<file path="config.mk">
export PLATFORM = sky130hd
export DESIGN_NAME = mac_acc_rnd_sat
export DESIGN_NICKNAME = d
export VERILOG_FILES = /design/src/rtl/mac_pkg.sv /design/src/rtl/rnd_sat.sv /design/src/rtl/mac_acc_rnd_sat.sv
export SDC_FILE = /design/constraint.sdc
export NUM_CORES = 1
export LEC_CHECK = 0
export CAP_MARGIN = 20
export CORE_ASPECT_RATIO = 0.8
export CORE_UTILIZATION = 65
export CTS_BUF_LIST = sky130_fd_sc_hd__clkbuf_4
export DETAILED_ROUTE_END_ITERATION = 16
export PLACE_DENSITY = 0.91
export REMOVE_ABC_BUFFERS = 1
export SLEW_MARGIN = 0
export SYNTH_ARGS = -nofsm -noshare
export SYNTH_HDL_FRONTEND = slang
export SYNTH_HIERARCHICAL = 1
export SYNTH_SLANG_ARGS = --single-unit
export TNS_END_PERCENT = 5
</file>
<file path="constraint.sdc">
create_clock -name clk_i -period 18 [get_ports clk_i]
set_input_delay 5.4 -clock clk_i [delete_from_list [all_inputs] [get_ports clk_i]]
set_output_delay 5.4 -clock clk_i [all_outputs]
set_load 0.05 [all_outputs]
</file>
<file path="src/rtl/mac_pkg.sv">
// mac_pkg: shared definitions for the multiply-accumulate datapath.
//   rnd_mode_e : rounding modes for the final Q-format conversion
//                (RND_FLOOR, RND_HALF_UP, RND_HALF_AWAY).
//   sat_limit  : largest or smallest value of a signed field of a given width.
//                Used for the saturation thresholds.
package mac_pkg;

  typedef enum int {
    RND_FLOOR     = 0,  // truncate toward -inf
    RND_HALF_UP   = 1,  // ties go toward +inf
    RND_HALF_AWAY = 2   // ties go away from zero
  } rnd_mode_e;

  // Signed limits of a 'width'-bit two's complement field (width <= 63).
  function automatic longint sat_limit(input int width, input bit want_max);
    longint mag;
    mag = longint'(1) << (width - 1);
    return want_max ? (mag - 1) : -mag;
  endfunction

endpackage

</file>
<file path="src/rtl/rnd_sat.sv">
// rnd_sat: combinational rounding and saturation of a full-precision signed sum.
// The sum carries FRAC_W fractional bits. The result is an OUT_W-bit signed integer.
//   sum   in  IN_W   full-precision signed sum
//   y_sat out OUT_W  rounded and clamped result
//   sat   out 1      result was clamped to the max or min of OUT_W
module rnd_sat
  import mac_pkg::*;
#(
  parameter int IN_W     = 36,
  parameter int FRAC_W   = 9,
  parameter int OUT_W    = 16,
  parameter int RND_MODE = 1
) (
  input  logic signed [IN_W-1:0]  sum,
  output logic signed [OUT_W-1:0] y_sat,
  output logic                    sat
);

  // The quotient keeps one extra MSB so that the rounding bias cannot wrap.
  localparam int Q_W   = IN_W - FRAC_W + 1;
  // The comparison width covers both the quotient and the output range, plus a sign bit.
  localparam int CMP_W = ((Q_W > OUT_W) ? Q_W : OUT_W) + 1;

  localparam logic [IN_W:0] ONE     = {{IN_W{1'b0}}, 1'b1};
  localparam logic [IN_W:0] HALF    = ONE << (FRAC_W - 1);
  localparam logic [IN_W:0] HALF_M1 = HALF - ONE;

  localparam logic signed [CMP_W-1:0] MAX_C = CMP_W'(sat_limit(OUT_W, 1'b1));
  localparam logic signed [CMP_W-1:0] MIN_C = CMP_W'(sat_limit(OUT_W, 1'b0));

  logic signed [IN_W:0]    ext;
  logic        [IN_W:0]    bias;
  logic signed [IN_W:0]    biased;
  logic signed [Q_W-1:0]   q;
  logic signed [CMP_W-1:0] q_ext;
  logic                    unused_frac;

  always_comb begin
    ext  = {sum[IN_W-1], sum};
    bias = '0;
    if (RND_MODE == int'(RND_HALF_UP)) begin
      bias = HALF;
    end else if (RND_MODE == int'(RND_HALF_AWAY)) begin
      // A negative tie must stay on the more negative side,
      // so the bias is one LSB short of a half.
      bias = sum[IN_W-1] ? HALF_M1 : HALF;
    end
    biased = ext + $signed(bias);
    // Dropping the low FRAC_W bits is the arithmetic shift right by FRAC_W.
    q      = biased[IN_W:FRAC_W];
    q_ext  = CMP_W'(q);

    y_sat = q_ext[OUT_W-1:0];
    sat   = 1'b0;
    if (q_ext > MAX_C) begin
      y_sat = MAX_C[OUT_W-1:0];
      sat   = 1'b1;
    end else if (q_ext < MIN_C) begin
      y_sat = MIN_C[OUT_W-1:0];
      sat   = 1'b1;
    end
  end

  // The discarded fraction bits are not used.
  assign unused_frac = ^biased[FRAC_W-1:0];

endmodule

</file>
<file path="src/rtl/mac_acc_rnd_sat.sv">
// mac_acc_rnd_sat: streaming signed multiply-accumulate over framed bursts.
// The last beat of a burst produces two results:
//   - the full-precision sum,
//   - a rounded, saturated Q-format result (FRAC_W fractional bits dropped).
// The pipeline has two stages: stage 1 registers the product, and stage 2
// accumulates and loads the output register.
// One global enable stalls every stage while a result is waiting for the consumer.
//   clk_i, rst_ni        clock, synchronous active-low reset
//   s_valid_i/s_ready_o  input beat handshake (a_i, x_i, first_i, last_i)
//   m_valid_o/m_ready_i  result handshake (y_sat_o, y_acc_o, sat_o, len_err_o)
//   sat_o                y_sat_o was clamped
//   len_err_o            burst had more than ACC_LEN terms (sum may have wrapped)
module mac_acc_rnd_sat
  import mac_pkg::*;
#(
  parameter int DATA_W   = 16,
  parameter int FRAC_W   = 9,
  parameter int ACC_LEN  = 16,
  parameter int ACC_W    = 2 * DATA_W + $clog2(ACC_LEN),
  parameter int RND_MODE = 1
) (
  input  logic                     clk_i,
  input  logic                     rst_ni,
  input  logic                     s_valid_i,
  output logic                     s_ready_o,
  input  logic signed [DATA_W-1:0] a_i,
  input  logic signed [DATA_W-1:0] x_i,
  input  logic                     first_i,
  input  logic                     last_i,
  output logic                     m_valid_o,
  input  logic                     m_ready_i,
  output logic signed [DATA_W-1:0] y_sat_o,
  output logic signed [ACC_W-1:0]  y_acc_o,
  output logic                     sat_o,
  output logic                     len_err_o
);

  localparam int PROD_W = 2 * DATA_W;
  // The counter must hold ACC_LEN+1, which is its saturation value.
  localparam int CNT_W  = $clog2(ACC_LEN + 2);

  localparam logic [CNT_W-1:0] CNT_ONE = {{(CNT_W-1){1'b0}}, 1'b1};
  localparam logic [CNT_W-1:0] CNT_LIM = CNT_W'(ACC_LEN);
  localparam logic [CNT_W-1:0] CNT_MAX = CNT_W'(ACC_LEN + 1);

  // Stage 1: registered product and framing flags
  logic                     s1_valid_reg;
  logic                     s1_first_reg;
  logic                     s1_last_reg;
  logic signed [PROD_W-1:0] s1_prod_reg;

  // Stage 2: running sum and term count of the open burst
  logic signed [ACC_W-1:0]  acc_reg;
  logic        [CNT_W-1:0]  cnt_reg;

  // Output register
  logic                     out_valid_reg;
  logic signed [DATA_W-1:0] y_sat_reg;
  logic signed [ACC_W-1:0]  y_acc_reg;
  logic                     sat_reg;
  logic                     len_err_reg;

  logic                     en;
  logic signed [ACC_W-1:0]  acc_base;
  logic signed [ACC_W-1:0]  prod_ext;
  logic signed [ACC_W-1:0]  acc_next;
  logic        [CNT_W-1:0]  cnt_base;
  logic        [CNT_W-1:0]  cnt_next;
  logic                     len_err_next;
  logic signed [DATA_W-1:0] y_sat_next;
  logic                     sat_next;

  always_comb begin
    // Every stage advances unless a result is waiting and the consumer is not taking it.
    en       = !out_valid_reg || m_ready_i;

    acc_base = s1_first_reg ? '0 : acc_reg;
    prod_ext = ACC_W'(s1_prod_reg);
    acc_next = acc_base + prod_ext;

    cnt_base = s1_first_reg ? '0 : cnt_reg;
    cnt_next = (cnt_base == CNT_MAX) ? CNT_MAX : (cnt_base + CNT_ONE);
    len_err_next = (cnt_next > CNT_LIM);
  end

  // Rounding acts on acc_next, so the rounded value and the full sum
  // load into the output register in the same cycle.
  rnd_sat #(
    .IN_W     (ACC_W),
    .FRAC_W   (FRAC_W),
    .OUT_W    (DATA_W),
    .RND_MODE (RND_MODE)
  ) u_rnd_sat (
    .sum   (acc_next),
    .y_sat (y_sat_next),
    .sat   (sat_next)
  );

  always_ff @(posedge clk_i) begin
    if (!rst_ni) begin
      s1_valid_reg  <= 1'b0;
      s1_first_reg  <= 1'b0;
      s1_last_reg   <= 1'b0;
      s1_prod_reg   <= '0;
      acc_reg       <= '0;
      cnt_reg       <= '0;
      out_valid_reg <= 1'b0;
      y_sat_reg     <= '0;
      y_acc_reg     <= '0;
      sat_reg       <= 1'b0;
      len_err_reg   <= 1'b0;
    end else if (en) begin
      s1_valid_reg <= s_valid_i;
      if (s_valid_i) begin
        s1_prod_reg  <= PROD_W'(a_i) * PROD_W'(x_i);
        s1_first_reg <= first_i;
        s1_last_reg  <= last_i;
      end

      // On a handshake with no new result, the valid clears. A new result in the same cycle sets it again.
      out_valid_reg <= s1_valid_reg && s1_last_reg;

      if (s1_valid_reg) begin
        if (s1_last_reg) begin
          // Closing a burst returns the accumulator to zero. A stray non-first
          // beat that follows then starts from an empty sum.
          acc_reg     <= '0;
          cnt_reg     <= '0;
          y_acc_reg   <= acc_next;
          y_sat_reg   <= y_sat_next;
          sat_reg     <= sat_next;
          len_err_reg <= len_err_next;
        end else begin
          acc_reg <= acc_next;
          cnt_reg <= cnt_next;
        end
      end
    end
  end

  assign s_ready_o = en;
  assign m_valid_o = out_valid_reg;
  assign y_sat_o   = y_sat_reg;
  assign y_acc_o   = y_acc_reg;
  assign sat_o     = sat_reg;
  assign len_err_o = len_err_reg;

endmodule

</file>
==> impl_summary.log <==
[metrics] Max Fclk: 81.2 MHz
[metrics] root buffer cell: sky130_fd_sc_hd__clkbuf_4
[metrics] post-synthesis to final-layout area growth: 7.85%
[metrics] buffers inserted by post-CTS timing repair: 0
[metrics] area of the die: 27800 um2
[metrics] post-synthesis instance area: 17600 um2
[metrics] clock period minus worst slack: 12.32 ns
[metrics] number of max-cap violations: 0
[metrics] H-tree depth: 4
[metrics] Synth Area per Inst: 8.67 um2
[metrics] setup clock skew after layout: 0.0201 ns
[metrics] Antenna Violating Nets Remaining: 0
[metrics] count of final max-slew check failures: 0
[metrics] number of nets in the layout: 2489
[metrics] length of the first detailed-routing pass in iterations: 6
[metrics] required time worst endpoint: 12.60 ns
[metrics] Clock Sink Count: 131
[metrics] total setup violations reported at the end of the flow: 0
[metrics] maximum number of pins on one net before global-route repair: 82
[metrics] Syn. warnings: 6
[metrics] layout cells sized above 1: 0.0423
[metrics] run status: finished clean
[metrics] synthesized instance count: 2034
[metrics] total via count in the routed design: 14300
[metrics] number of failing hold endpoints at the final stage: 0
[metrics] effective utilization at floorplan: 0.666
[metrics] Critical Setup Path Class: input pin to primary output
[metrics] post-cts hold buffer count: 0
[metrics] floorplan row count: 53
[metrics] relative max-transition margin: 0.299
[metrics] remaining routing DRC violations: 0
[metrics] Clk pin slew, worst setup/hold paths: 0.13 ns
[metrics] area inside the core boundary: 26500 um2
[metrics] final weighted congestion in routability-driven placement: 0.930
[metrics] count of cells resized by post-cts repair: 0
[metrics] final worst hold slack: 0.465 ns
[metrics] Filler cells: 1846
[metrics] post-DR vias/cell: 5.86
[metrics] horizontal die dimension: 186 um
[metrics] wire length reported by the detailed router: 41000 um
[metrics] class of the tightest hold or removal check: register to register
[metrics] routed length per placed instance: 16.8 um
[metrics] clock tree from TritonCTS: built
[metrics] overflow left after global routing: 0
[metrics] critical path data arrival time: 6.92 ns
[metrics] die span in y: 149 um
[metrics] largest buffer count on any clock path: 2
[metrics] number of antenna violations at the first check in global routing: 1
[metrics] Critical Path End Type: primary output
[metrics] vias in the first global route: 15100
[metrics] Crit Path Max Fanout: 8
[metrics] setup repair after global routing missed its margin: false
[metrics] actual slew at the worst max-slew pin: 1.04 ns
[metrics] source-to-sink clock delay at the later pin of the worst-skew pair: 0.56 ns
[metrics] GRT met1 Usage: 0.390
[metrics] number of antenna cells inserted: 0
[metrics] DPL Wire Length: 32200 um
[metrics] GRT met2 Usage: 0.535
[metrics] global-route wire length before repair: 69300 um
[metrics] setup TNS after final layout: 0 ns
[metrics] met3 track demand over resource: 0.0603
[metrics] number of buffers inserted by port buffering: 93
[metrics] Inserted Clock Buffers: 17
[metrics] Boundary Pins: 94
[metrics] critical path startpoint category: input pin
[metrics] most utilized layer in the global route result: met2
[metrics] DR iter-0 viols: 1140
[metrics] global-route usage over all layers: 0.313
[metrics] final period utilization: 0.684
## worst max-delay path, stage by stage
cell                              delay [ns]
sky130_fd_sc_hd__clkdlybuf4s50_1        0.45
sky130_fd_sc_hd__nand2b_1               0.22
sky130_fd_sc_hd__clkdlybuf4s50_1        0.84
## through the flow
stage          std cells  cell area [um2]  utilization  setup slack, ns
5_1_grt             2438            19000        0.718             5.48
2_1_floorplan       1947            17300            -             6.70
4_1_cts             2438            19000        0.718             5.68
3_3_place_gp        2406            18700        0.707             5.72
6_report            2438            19000        0.718             5.68
3_5_place_dp        2406            18700        0.707             5.28
## per-layer routing
| layer | vias up | wire length [um] |
|---|---|---|
| met3 | 125 | 2980 |
| li1 | 6537 | - |
| met4 | 0 | 1450 |
| met5 | - | 0 |
| met1 | 7021 | 16200 |
| met2 | 605 | 20400 |
## final cells by class
cell class / instances / area, um2 / share of cell area
Clock buffer: 17 / 128 / 0.00671
Multi-Input combinational cell: 1482 / 13400 / 0.704
Clock inverter: 15 / 181 / 0.00954
Timing Repair Buffer: 102 / 993 / 0.0523
Inverter: 334 / 1250 / 0.0660
Sequential cell: 131 / 2620 / 0.138
Tap cell: 357 / 447 / 0.0235
## cells in the final DEF (no fill, tap or decap), drive strengths merged, types with 10 or more instances in the layout
master and n:
inv 337, nand2 281, fa 263, and2 150
dfxtp 131, ha 120, clkdlybuf4s50 92, a21oi 69
nor2b 65, xnor2 58, o21ai 58, nor2 56
a21boi 55, xor2 30, nand3 28, a21o 27
nand4 20, nor3 20, a22oi 18, a22o 17
clkbuf 17, nor4 16, nand2b 12, o21bai 12
and3 11, buf 10
## path summary, 6_finish.rpt
path                start           to  slack (ns)  cells past startpoint
min           y_acc_o[28]  y_acc_o[28]        0.47                      2
max             m_ready_i    s_ready_o        5.68                      3
max reg2reg  s1_first_reg   y_sat_o[9]       11.45                     20
min reg2reg   y_acc_o[28]  y_acc_o[28]        0.47                      2
Power is left out: the tool's default activity adds up to more than one toggle a clock period on the data nets, which glitch-free logic cannot reach.
